==> src/rtl/mem_arb_pkg.sv <==
// Shared types and constants for the IF/data memory arbiter.
//   state_t    : sequencer states (IDLE -> WAIT -> RESP)
//   owner_t    : which port holds the current grant
//   CONFLICT_W : width of the saturating conflict counter
package mem_arb_pkg;

   typedef enum logic [1:0] {
      IDLE,
      WAIT,
      RESP
   } state_t;

   typedef enum logic {
      OWN_IF,
      OWN_DM
   } owner_t;

   localparam int CONFLICT_W = 16;

endpackage

==> src/rtl/mem_port_arbiter_sat_counter.sv <==
// Saturating up-counter with synchronous clear.
//   clock   : rising-edge clock
//   reset_n : asynchronous active-low reset, clears count
//   inc     : add one unless already all-ones
//   clear   : synchronous clear, wins over inc
//   count   : current value, sticks at all-ones
module sat_counter #(
   parameter int W = 16
) (
   input  logic         clock,
   input  logic         reset_n,
   input  logic         inc,
   input  logic         clear,
   output logic [W-1:0] count
);

   always_ff @(posedge clock or negedge reset_n) begin
      if (!reset_n) begin
         count <= '0;
      end else if (clear) begin
         count <= '0;
      end else if (inc && (count != '1)) begin
         count <= count + 1'b1;
      end
   end

endmodule

==> src/rtl/mem_port_arbiter.sv <==
// Arbiter/sequencer for a single-ported memory shared by instruction fetch
// and the data-memory stage. One access at a time: issue in IDLE, wait out
// the fixed read latency, pulse the owner's ready in RESP.
//   clock, reset_n        : clock, asynchronous active-low reset
//   if_req/if_addr        : fetch request (held until if_ready)
//   if_rdata/if_ready     : fetched word and one-cycle completion pulse
//   dm_req/dm_we/dm_addr/dm_wdata : data request (held until dm_ready)
//   dm_rdata/dm_ready     : load data and one-cycle completion pulse
//   mem_en/mem_we/mem_addr/mem_wdata/mem_rdata : memory-side interface
//   stall                 : pipeline stall while any request is outstanding
//   conflict_cnt          : saturating count of contended IDLE cycles
module mem_port_arbiter
   import mem_arb_pkg::*;
#(
   parameter int MEM_AW     = 10,
   parameter int MEM_LAT    = 2,
   parameter int STARVE_MAX = 4
) (
   input  logic                  clock,
   input  logic                  reset_n,
   input  logic                  if_req,
   input  logic [31:0]           if_addr,
   output logic [31:0]           if_rdata,
   output logic                  if_ready,
   input  logic                  dm_req,
   input  logic                  dm_we,
   input  logic [31:0]           dm_addr,
   input  logic [31:0]           dm_wdata,
   output logic [31:0]           dm_rdata,
   output logic                  dm_ready,
   output logic                  mem_en,
   output logic                  mem_we,
   output logic [MEM_AW-1:0]     mem_addr,
   output logic [31:0]           mem_wdata,
   input  logic [31:0]           mem_rdata,
   output logic                  stall,
   output logic [CONFLICT_W-1:0] conflict_cnt
);

   localparam logic [2:0] LAT_LOAD   = 3'(MEM_LAT);
   localparam logic [2:0] STARVE_CAP = 3'(STARVE_MAX);

   state_t      state, state_nx;
   owner_t      owner, owner_nx;
   logic        owner_we, owner_we_nx;
   logic [2:0]  lat_cnt, lat_nx;
   logic [2:0]  starve_cnt, starve_nx;
   logic [31:0] if_rdata_nx, dm_rdata_nx;
   logic        if_win;
   logic        conflict;

   // Byte-offset and high address bits are deliberately dropped.
   logic addr_unused;
   assign addr_unused = ^{if_addr[31:MEM_AW+2], if_addr[1:0],
                          dm_addr[31:MEM_AW+2], dm_addr[1:0]};

   always_ff @(posedge clock or negedge reset_n) begin
      if (!reset_n) begin
         state      <= IDLE;
         owner      <= OWN_IF;
         owner_we   <= 1'b0;
         lat_cnt    <= '0;
         starve_cnt <= '0;
         if_rdata   <= '0;
         dm_rdata   <= '0;
      end else begin
         state      <= state_nx;
         owner      <= owner_nx;
         owner_we   <= owner_we_nx;
         lat_cnt    <= lat_nx;
         starve_cnt <= starve_nx;
         if_rdata   <= if_rdata_nx;
         dm_rdata   <= dm_rdata_nx;
      end
   end

   always_comb begin
      state_nx    = state;
      owner_nx    = owner;
      owner_we_nx = owner_we;
      lat_nx      = lat_cnt;
      starve_nx   = starve_cnt;
      if_rdata_nx = if_rdata;
      dm_rdata_nx = dm_rdata;
      if_win      = 1'b0;
      conflict    = 1'b0;
      mem_en      = 1'b0;
      mem_we      = 1'b0;
      mem_addr    = '0;
      mem_wdata   = '0;
      if_ready    = 1'b0;
      dm_ready    = 1'b0;

      unique case (state)
         IDLE: begin
            // Gated by reset_n so nothing is issued while reset is held,
            // even though the state register already reads IDLE.
            if (reset_n && (if_req || dm_req)) begin
               conflict = if_req & dm_req;
               if_win   = if_req & (~dm_req | (starve_cnt == STARVE_CAP));
               mem_en   = 1'b1;
               lat_nx   = LAT_LOAD;
               state_nx = WAIT;
               if (if_win) begin
                  mem_addr    = if_addr[MEM_AW+1:2];
                  owner_nx    = OWN_IF;
                  owner_we_nx = 1'b0;
                  starve_nx   = '0;
               end else begin
                  mem_we      = dm_we;
                  mem_addr    = dm_addr[MEM_AW+1:2];
                  mem_wdata   = dm_wdata;
                  owner_nx    = OWN_DM;
                  owner_we_nx = dm_we;
                  if (if_req) begin
                     starve_nx = starve_cnt + 3'd1;
                  end
               end
            end
         end
         WAIT: begin
            lat_nx = lat_cnt - 3'd1;
            if (lat_cnt == 3'd1) begin
               if (owner == OWN_IF) begin
                  if_rdata_nx = mem_rdata;
               end else if (!owner_we) begin
                  dm_rdata_nx = mem_rdata;
               end
               state_nx = RESP;
            end
         end
         RESP: begin
            if_ready = (owner == OWN_IF);
            dm_ready = (owner == OWN_DM);
            state_nx = IDLE;
         end
         default: state_nx = IDLE;
      endcase
   end

   assign stall = (if_req & ~if_ready) | (dm_req & ~dm_ready);

   sat_counter #(
      .W(CONFLICT_W)
   ) u_conflict (
      .clock   (clock),
      .reset_n (reset_n),
      .inc     (conflict),
      .clear   (1'b0),
      .count   (conflict_cnt)
   );

endmodule

==> config.mk <==
export PLATFORM = sky130hd
export DESIGN_NAME = mem_port_arbiter
export DESIGN_NICKNAME = d
export VERILOG_FILES = /design/src/rtl/mem_arb_pkg.sv /design/src/rtl/mem_port_arbiter_sat_counter.sv /design/src/rtl/mem_port_arbiter.sv
export SDC_FILE = /design/constraint.sdc
export NUM_CORES = 1
export LEC_CHECK = 0
export CAP_MARGIN = 20
export CELL_PAD_IN_SITES_DETAIL_PLACEMENT = 1
export CELL_PAD_IN_SITES_GLOBAL_PLACEMENT = 2
export CORE_ASPECT_RATIO = 0.8
export CORE_UTILIZATION = 23
export DETAILED_ROUTE_END_ITERATION = 12
export PLACE_DENSITY_LB_ADDON = 0.1
export SLEW_MARGIN = 10
export SYNTH_ARGS = -nofsm -noshare
export SYNTH_HDL_FRONTEND = slang
export SYNTH_HIERARCHICAL = 1
export SYNTH_SLANG_ARGS = --single-unit
==> constraint.sdc <==
create_clock -name clock -period 6.15 [get_ports clock]
set_clock_uncertainty 0.1 [all_clocks]
set_input_delay 1.23 -clock clock [delete_from_list [all_inputs] [get_ports clock]]
set_output_delay 1.23 -clock clock [all_outputs]
set_load 0.005 [all_outputs]
==> metrics, run 1 <==
post-route cell area=0.00699 mm^2; status=complete, no violations; Post-Synth Simple-Gate Area=17.5%; DP HPWL=between 9 and 10 mm; crit-path cells=clkdlybuf4s50_1 -> buf_4 -> nand3_1 -> nor3b_4 -> buf_4 -> and2_1 -> clkdlybuf4s50_1; Fin. Hold Viols=0; initial drt markers=118; Synth Area in XOR/XNOR=0.203%; Post-route DRC=0; largest family of logic cells by synthesized area=multiplexers; register area=0.00225 mm^2; clock latency on the worst-skew pair=340 ps; Slew Viols, Final=0; most common cell after layout, fill and taps aside=clkdlybuf4s50_1; Synth Area in Compound Gates=roughly 6.5%; delay of the slowest critical-path stage=510 ps; CP max-delay cell=clkdlybuf4s50_1; Crit Path Category=in2out; Routed Antenna Nets=0; worst hold path type=reg2reg; gpl congestion=between 0.7 and 0.8; die width=between 150 and 200 um; pwr dens=364 mW/mm^2; Placement Rows=44; multi-input logic area=0.00190 mm^2; Hold Buf Count CTS=0; CP Capture Type=output pin; Root Driver=clkbuf_16; WP data required=just under 5000 ps; gr ovfl total=0; Distinct cells, synth=48; Fill cells=1998; adder-cell share of the synthesized area=between 1 and 1.5%; H-tree depth=3; vias per inst=4.38; Initial Utilization=around a quarter; crit start category=input pin; Pre-Repair DR Iteration Count=4; async set or reset register ratio after synthesis=100%; fraction of synthesized area in multiplexers=a little under a fifth; core area=0.0182 mm^2; routed length per instance=between 15 and 20 um; DP Area=0.00668 mm^2; Post-Synthesis Cells=360; GRT Total Usage=approximately 14%; CTS tree=yes; final setup violation count=0; Area Overhead vs Synth=62.0%; clock tree buffer depth=2; Reg clk slew, reported paths=70 ps; initial antenna violation count=0; relative slew slack=32.4%; Port Buf Inserts=215; first-pass GRT wire length=21.8 mm; PnR Total Power=2.54 mW; critical register-to-register path startpoint=state[0]; RSZ-0062 raised after global routing=no; Top FF cell, synth=dfrtp_1; total wire length after detailed routing=between 10 and 15 mm; Max VDD drop=0.171 mV; LEAKAGE=2.80 nW; total clock sinks=90; layout cell share with drive strength beyond 1=16.7%; number of synthesized flops with an enable pin=0; post-CTS sizing=0; Nets=around 700; crit path to=mem_wdata[27]; TNS Setup=0 ps; largest net degree at the start of global routing=64; #FFs+latches synth=90; Worst Tran Pin Value=around 1000 ps; vias in the first global route=just under 4000; Syn Area/Cell=12.0 um^2; Final min period=a little under 5000 ps; Crit Reg-Reg Endpoint=u_conflict/count[3]; register area share after synthesis=52.2%; Post-CTS Setup Inserts=0; max capacitance violation total=0; Final Cycle Share=between 70% and 80%; crit path from=if_req; Cell Area, Synth=0.00431 mm^2; Vias=3638; Max Clk Rate=206 MHz; yosys warns=6; Worst EP arrival=3510 ps; Register-to-Register Path Depth=5; DIE HEIGHT=124 um; Ports=between 200 and 300; most frequent cells in the layout=214 x clkdlybuf4s50_1, 90 x dfrtp_1, 59 x mux2_2; worst-path maximum fanout=36; r2r setup slk=3520 ps; die area=0.0193 mm^2; hold slack=390 ps; Num CTS Buffers=9
## per-stage QoR
step | setup WS [ps] | util [%] | std cells
detailed placement | 1260 | 36.7 | 812
floorplan | 2600 | - | 361
finish | 1310 | 38.3 | 830
CTS | 1270 | 38.2 | 828
global placement | 1300 | 36.7 | 812
global route | 1170 | 38.3 | 829
## flip-flops by register name, indices dropped and copies added, names as in the netlist
register and flops:
dm_rdata 32, owner_we 1, starve_cnt 3, owner 1, lat_cnt 3, u_conflict/count 16
state 2, if_rdata 32
## layout make-up
type	count	share of cell area (%)
sequential	90	32.2
timing repair buffer	219	31.4
multi-input combinational	240	27.1
tap	253	4.53
clock buffer	9	3.22
clock inverter	7	0.860
inverter	11	0.591
antenna	1	0.0358
## how the worst min path moves through the flow
stage                            start           end  slack (ps)  cells past startpoint
after detailed placement  if_rdata[24]  if_rdata[24]         380                      1
after global placement     if_rdata[0]   if_rdata[0]         370                      1
after global routing      dm_rdata[21]  dm_rdata[21]         430                      1
final                     if_rdata[24]  if_rdata[24]         390                      1
after floorplan               owner_we      owner_we         360                      1
after CTS                 if_rdata[24]  if_rdata[24]         390                      1
## worst max-delay path: cells and delay by family
kind / cells / cell delay, ps
and+or+nand+nor: 3 / 830
buffers and inverters: 4 / 1440
## synth_stat cells, types with 2 or more instances
master	count	area share (%)
dfrtp_1	90	52
mux2_2	59	15
and2_1	33	4.8
nand3_1	24	2.8
a21oi_1	21	2.4
inv_1	11	0.96
mux2_1	10	2.6
clkbuf_1	9	0.78
nor2_1	9	0.78
o31ai_1	8	1.4
buf_6	7	1.8
nand2_1	7	0.61
nand4_1	6	0.87
nor2b_1	6	0.87
ha_1	5	1.5
or4_1	5	0.87
buf_2	4	0.46
nor4_1	4	0.58
o21ai_0	4	0.46
o21ai_1	3	0.35
a22o_1	2	0.41
and3_1	2	0.29
and4_2	2	0.46
nand3b_1	2	0.35
nor3b_1	2	0.35
or3_1	2	0.29
or4_2	2	0.41
## layer usage
| layer | global-route usage (%) | wire length (um) | share of wire, % | vias up |
|---|---|---|---|---|
| met5 | 0 | 0 | 0 | - |
| met2 | 24.7 | 6450 | 48 | 138 |
| met4 | 2.97 | 104 | 0.78 | 0 |
| li1 | - | - | - | 1703 |
| met1 | 17.4 | 5690 | 43 | 1792 |
| met3 | 5.05 | 1140 | 8.5 | 5 |
## power breakdown
group	internal (mW)	switching [mW]	total [mW]
Combinational	0.699	0.342	1.04
Clock	0.282	0.253	0.535
Sequential	0.834	0.131	0.964
Total	1.82	0.725	2.54
## cell families (layout without fill, tap and decap cells)
group                      count (synthesis)  count (layout)
and+or+nand+nor                          118             118
DFF                                       90              90
muxes                                     69              69
AOI/OAI and AO/OA                         45              45
buffers and inverters                     31             246
adders and majority gates                  5               5
other                                      1               3
xor gates and xnor gates                   1               1
Note: power is estimated with default switching activity, not from simulation.
==> run 2, diff against run 1 <==
--- a/config.mk
+++ b/config.mk
@@ -9,7 +9,7 @@
 export CELL_PAD_IN_SITES_DETAIL_PLACEMENT = 1
 export CELL_PAD_IN_SITES_GLOBAL_PLACEMENT = 2
 export CORE_ASPECT_RATIO = 0.8
-export CORE_UTILIZATION = 23
+export CORE_UTILIZATION = 22
 export DETAILED_ROUTE_END_ITERATION = 12
 export PLACE_DENSITY_LB_ADDON = 0.1
 export SLEW_MARGIN = 10
==> constraint.sdc (replaced) <==
create_clock -name clock -period 4.6 [get_ports clock]
set_clock_uncertainty 0.1 [all_clocks]
set_input_delay 0.92 -clock clock [delete_from_list [all_inputs] [get_ports clock]]
set_output_delay 0.92 -clock clock [all_outputs]
set_load 0.005 [all_outputs]
==> run 2 against run 1 <==
  * Utilization fell by 1.2 points
  * Global-route usage fell by 0.37 points
  * Register-to-register slack got worse by 1500 ps
  * Setup slack got worse by 650 ps
  * Die area rose by 4.5%
  * Flip-flop and latch count did not move
  * Cell count rose by 0.96%
==> metrics, run 2 (synthesis gave the netlist of run 1 again) <==
DP HPWL=10.4 mm (+5.4%); TNS Setup=0 ps (unchanged); Crit Path Category=in2out; worst-path maximum fanout=32 (-11%); Worst Tran Pin Value=914 ps (-94.2 ps); Reg clk slew, reported paths=70 ps (about the same); Root Driver=clkbuf_16; Nets=713 (+0.56%); Routed Antenna Nets=0 (unchanged); total clock sinks=90 (unchanged); Ports=260 (unchanged); DP Area=0.00671 mm^2 (+0.43%); relative slew slack=38.6% (+6.2 points); Post-route DRC=0 (unchanged); Vias=3642 (+0.11%); Max Clk Rate=254 MHz; most common cell after layout, fill and taps aside=clkdlybuf4s50_1; final setup violation count=0 (unchanged); crit-path cells=clkdlybuf4s50_1 -> nand3_1 -> buf_4 -> nor3b_4 -> buf_4 -> and2_1 -> clkdlybuf4s50_1; Cells after DPL=820 (+0.99%); CTS tree=yes; DIE HEIGHT=127 um (+2.2%); clock latency on the worst-skew pair=340 ps (about the same); Top Registers=dm_rdata (32), if_rdata (32), u_conflict/count (16); Pre-Repair DR Iteration Count=4 (unchanged); Port Buf Inserts=215 (unchanged); status=complete, no violations; hold slack=388 ps (-1.25 ps); n_diodes=0 (-1); pwr dens=496 mW/mm^2 (+37%); Post-CTS Setup Inserts=0 (unchanged); LEAKAGE=2.85 nW (+1.9%); Buf/Inv on CP=4 (unchanged); Layout Cells excl Fill=838 (+0.96%); Final Cycle Share=85.7%; Slew Viols, Final=0 (unchanged); CP Capture Type=output pin; worst hold path type=reg2reg; Final min period=3940 ps; delay of the slowest critical-path stage=500 ps (about the same); Initial Utilization=22.6% (-1.1 points); layout cell share with drive strength beyond 1=17.2% (+0.57 points); Area Overhead vs Synth=64.2%; die area=0.0202 mm^2 (+4.5%); Worst EP arrival=2920 ps (-590 ps); fin util=37.1% (-1.2 points); total wire length after detailed routing=13.8 mm (+3.4%); register area=0.00225 mm^2 (unchanged); max capacitance violation total=0 (unchanged); gr ovfl total=0 (unchanged); RSZ-0062 raised after global routing=no; first-pass GRT wire length=21.9 mm (+0.32%); largest net degree at the start of global routing=57 (-11%); WP data required=3580 ps (-1240 ps); most frequent cells in the layout=214 x clkdlybuf4s50_1, 90 x dfrtp_1, 59 x mux2_2; post-route cell area=0.00708 mm^2 (+1.4%); routed length per instance=16.5 um (+2.4%); initial antenna violation count=0 (unchanged); core area=0.0191 mm^2 (+4.7%); vias in the first global route=3962 (+2.9%); crit-path leading delay family=buffers and inverters; Num CTS Buffers=9 (unchanged); Fin. Hold Viols=0 (unchanged); clock tree buffer depth=2 (unchanged); crit start category=input pin; die width=159 um (+2.2%); H-tree depth=3 (unchanged); r2r setup slk=1990 ps (-1530 ps); Fill cells=2078 (+4.0%); Max VDD drop=0.173 mV (+0.91%); multi-input logic area=0.00190 mm^2 (unchanged); vias per inst=4.35 (-0.85%); Hold Path Stages=1 (unchanged); Register-to-Register Path Depth=5 (unchanged); post-CTS sizing=0 (unchanged); Placement Rows=45 (+2.3%); CP Depth=7 (unchanged); gpl congestion=0.729 (+0.39%); initial drt markers=94 (-20%); GRT Total Usage=14.1% (-0.37 points); Hold Buf Count CTS=0 (unchanged); CP max-delay cell=clkdlybuf4s50_1
[run 2: cell types whose count changed in the layout (fill, tap and decap cells not counted)]
cell / before / now
inv_6: 2 / 4
clkinv_2: 1 / 0
clkbuf_8: 0 / 1
buf_12: 1 / 2
bufinv_16: 0 / 2
clkinvlp_4: 2 / 0
diode_2: 1 / 0
buf_4: 4 / 7
inv_8: 2 / 0
[run 2: worst paths after layout]
kind | startpoint | endpoint
min in group asynchronous | reset_n | u_conflict/count[0]
worst max-delay path | if_req | mem_wdata[31]
max in group asynchronous | reset_n | starve_cnt[1]
worst max register to register | state[0] | u_conflict/count[9]
worst min-delay path | if_rdata[31] | if_rdata[31]
worst min register to register | if_rdata[31] | if_rdata[31]
[run 2: cell type report]
| cell class | count | share of cell area (%) |
|---|---|---|
| clock buffer | 10 | 3.37 |
| sequential | 90 | 31.8 |
| tap | 258 | 4.56 |
| inverter | 11 | 0.583 |
| timing repair buffer | 223 | 31.6 |
| clock inverter | 6 | 1.34 |
| multi-input combinational | 240 | 26.8 |
[run 2: worst register-to-register path, cell delays in order (launching register included)]
cell       delay (ps)
dfrtp_1           450
nand4bb_1         350
nor2_1            340
inv_1             370
nor4_1            520
mux2_1            370
[run 2: per-layer routing]
| layer | routed length (um) | vias up | GRT usage [%] |
|---|---|---|---|
| met5 | 0 | - | 0 |
| met3 | 1070 | 12 | 4.04 |
| met2 | 6790 | 133 | 24.4 |
| met4 | 150 | 0 | 4.02 |
| li1 | - | 1717 | - |
| met1 | 5830 | 1780 | 16.9 |
[run 2: stage by stage]
step                      setup slack, ps  total power [mW]
after floorplan                      1670              1.82
after global placement                607              2.69
after detailed placement              586              2.74
after CTS                             583              3.59
after global routing                  448              3.77
final                                 658              3.51
[run 2: where the power goes]
group / leakage [nW] / switching, mW / total, mW / internal, mW
clock: 0.164 / 0.322 / 0.821 / 0.499
combinational: 1.58 / 0.461 / 1.40 / 0.938
sequential: 1.11 / 0.179 / 1.29 / 1.12
total: 2.85 / 0.963 / 3.51 / 2.55
==> run 3, diff against run 2 <==
--- a/config.mk
+++ b/config.mk
@@ -11,7 +11,7 @@
 export CORE_ASPECT_RATIO = 0.8
 export CORE_UTILIZATION = 22
 export DETAILED_ROUTE_END_ITERATION = 12
-export PLACE_DENSITY_LB_ADDON = 0.1
+export PLACE_DENSITY = 0.88
 export SLEW_MARGIN = 10
 export SYNTH_ARGS = -nofsm -noshare
 export SYNTH_HDL_FRONTEND = slang
==> run 3 against run 2 <==
  * Setup slack worse by 230 ps
  * Count of clock-buffer cells in the layout unchanged
  * Sequential power about the same
  * Critical path type unchanged
  * Largest power group unchanged
==> metrics, run 3 (synthesis gave the netlist of run 1 again) <==
Fin. Hold Viols=0 (unchanged); Top Registers=dm_rdata (32), if_rdata (32), u_conflict/count (16); DIE HEIGHT=127 um (unchanged); DP HPWL=10.2 mm (-2.2%); fin worst setup slack=427 ps (-231 ps); vias per inst=4.39 (+1.1%); critical register-to-register path startpoint=state[0]; Nets=709 (-0.56%); Met1 Wirelength=5.50 mm (-5.7%); relative slew slack=30.3% (-8.3 points); Area Overhead vs Synth=62.5%; Most common cell on crit path=clkdlybuf4s50_1; Final Cycle Share=90.7% (+5.0 points); LEAKAGE=2.81 nW (-1.4%); initial drt markers=115 (+22%); Reg clk slew, reported paths=70 ps (about the same); Max Used Layer=met4; Crit Path Category=in2out; Final min period=4170 ps (+231 ps); total wire length after detailed routing=13.5 mm (-2.8%); Hold Buf Count CTS=0 (unchanged); status=complete, no violations; die width=159 um (unchanged); Post-CTS Setup Inserts=0 (unchanged); crit-path cells=clkdlybuf4s50_1 -> inv_1 -> nor3b_4 -> buf_4 -> and2_1 -> clkdlybuf4s50_1; crit path from=dm_req; initial antenna violation count=0 (unchanged); r2r setup slk=1940 ps (-50 ps); largest net degree at the start of global routing=83 (+46%); Num CTS Buffers=9 (unchanged); TNS Setup=0 ps (unchanged); Slew Viols, Final=0 (unchanged); CTS tree=yes; gpl congestion=0.766 (+5.0%); Vias=3664 (+0.60%); WL met3=736 um (-31%); RSZ-0062 raised after global routing=no; DP Area=0.00669 mm^2 (-0.34%); Post-route DRC=0 (unchanged); Initial Utilization=22.6% (unchanged); die area=0.0202 mm^2 (unchanged); delay of the slowest critical-path stage=820 ps (+320 ps); gr ovfl total=0 (unchanged); WP data required=3580 ps (about the same); worst-path maximum fanout=35 (+9.4%); Root Driver=clkbuf_16; PnR Total Power=3.44 mW (-2.3%); layout cell share with drive strength beyond 1=16.5% (-0.75 points); Crit Reg-Reg Endpoint=u_conflict/count[3]; clock latency on the worst-skew pair=340 ps (about the same); post-CTS sizing=0 (unchanged); GRT Total Usage=13.7% (-0.38 points); pwr dens=490 mW/mm^2 (-1.2%); Pre-Repair DR Iteration Count=4 (unchanged); n_diodes=0 (unchanged); wire length on met2=7.07 mm (+4.1%); Worst Tran Pin Value=1040 ps (+130 ps); total clock sinks=90 (unchanged); worst hold path type=in2async; crit path to=mem_wdata[20]; crit start category=input pin; first-pass GRT wire length=21.4 mm (-2.3%); Max Clk Rate=240 MHz (-5.5%); Placement Rows=45 (unchanged); Routed Antenna Nets=0 (unchanged); max capacitance violation total=0 (unchanged); most common cell after layout, fill and taps aside=clkdlybuf4s50_1; CP Capture Type=output pin; core area=0.0191 mm^2 (unchanged); Port Buf Inserts=215 (unchanged); post-route cell area=0.00701 mm^2 (-1.1%); vias in the first global route=3970 (+0.20%); routed length per instance=16.1 um (-2.3%); CP max-delay cell=clkdlybuf4s50_1; Cells after DPL=817 (-0.37%); Worst EP arrival=3150 ps (+230 ps); Ports=260 (unchanged); final setup violation count=0 (unchanged); most frequent cells in the layout=214 x clkdlybuf4s50_1, 90 x dfrtp_1, 59 x mux2_2; pre-CTS setup slack=413 ps (-173 ps); H-tree depth=3 (unchanged); Max VDD drop=0.196 mV (+13%); Register-to-Register Path Depth=5 (unchanged); clock tree buffer depth=2 (unchanged); Layout Cells excl Fill=834 (-0.48%)
[run 3: cell types whose count changed in the layout (fill, tap and decap cells not counted), sizes merged]
cell      change
clkinv        +2
buf           -4
clkinvlp      +1
bufinv        -1
inv           -2
[run 3: per-layer routing]
metal | vias to the layer above | global-route usage [%]
met5 | - | 0
met4 | 0 | 3.62
met3 | 10 | 3.39
met2 | 99 | 25.1
met1 | 1845 | 15.7
li1 | 1710 | -
[run 3: power by group]
part / internal, mW / switching (mW) / leakage [nW] / total, mW
clock network: 0.423 / 0.311 / 0.143 / 0.734
registers: 1.12 / 0.195 / 1.11 / 1.31
logic: 0.932 / 0.459 / 1.56 / 1.39
total: 2.47 / 0.965 / 2.81 / 3.44
[run 3: worst min-delay path by stage]
stage / end / slack, ps / depth (start not counted)
after floorplan: owner_we / 360 / 1
after global placement: if_rdata[0] / 370 / 1
after detailed placement: if_rdata[0] / 380 / 1
after CTS: u_conflict/count[0] / 290 / 1
after global routing: u_conflict/count[0] / 300 / 1
final: u_conflict/count[0] / 310 / 1
[run 3: cell type report]
cell class              instances  area [um^2]
clock buffers                  10          229
multi-input cells             240         1900
clock inverters                 6         65.1
flip-flops and latches         90         2250
fillers                      2047        12100
inverters                      11         41.3
repair buffers                219         2200
well taps                     258          323
[run 3: stage by stage]
stage | hold slack (ps) | util, %
after floorplan | 358 | -
after global placement | 371 | 35.0
after detailed placement | 380 | 35.0
after CTS | 291 | 36.6
after global routing | 297 | 36.7
final | 308 | 36.7
[run 3: critical path: cells and delay by family]
family | cells | cell delay (ps)
buffers and inverters | 4 | 1830
AND/OR/NAND/NOR | 2 | 380
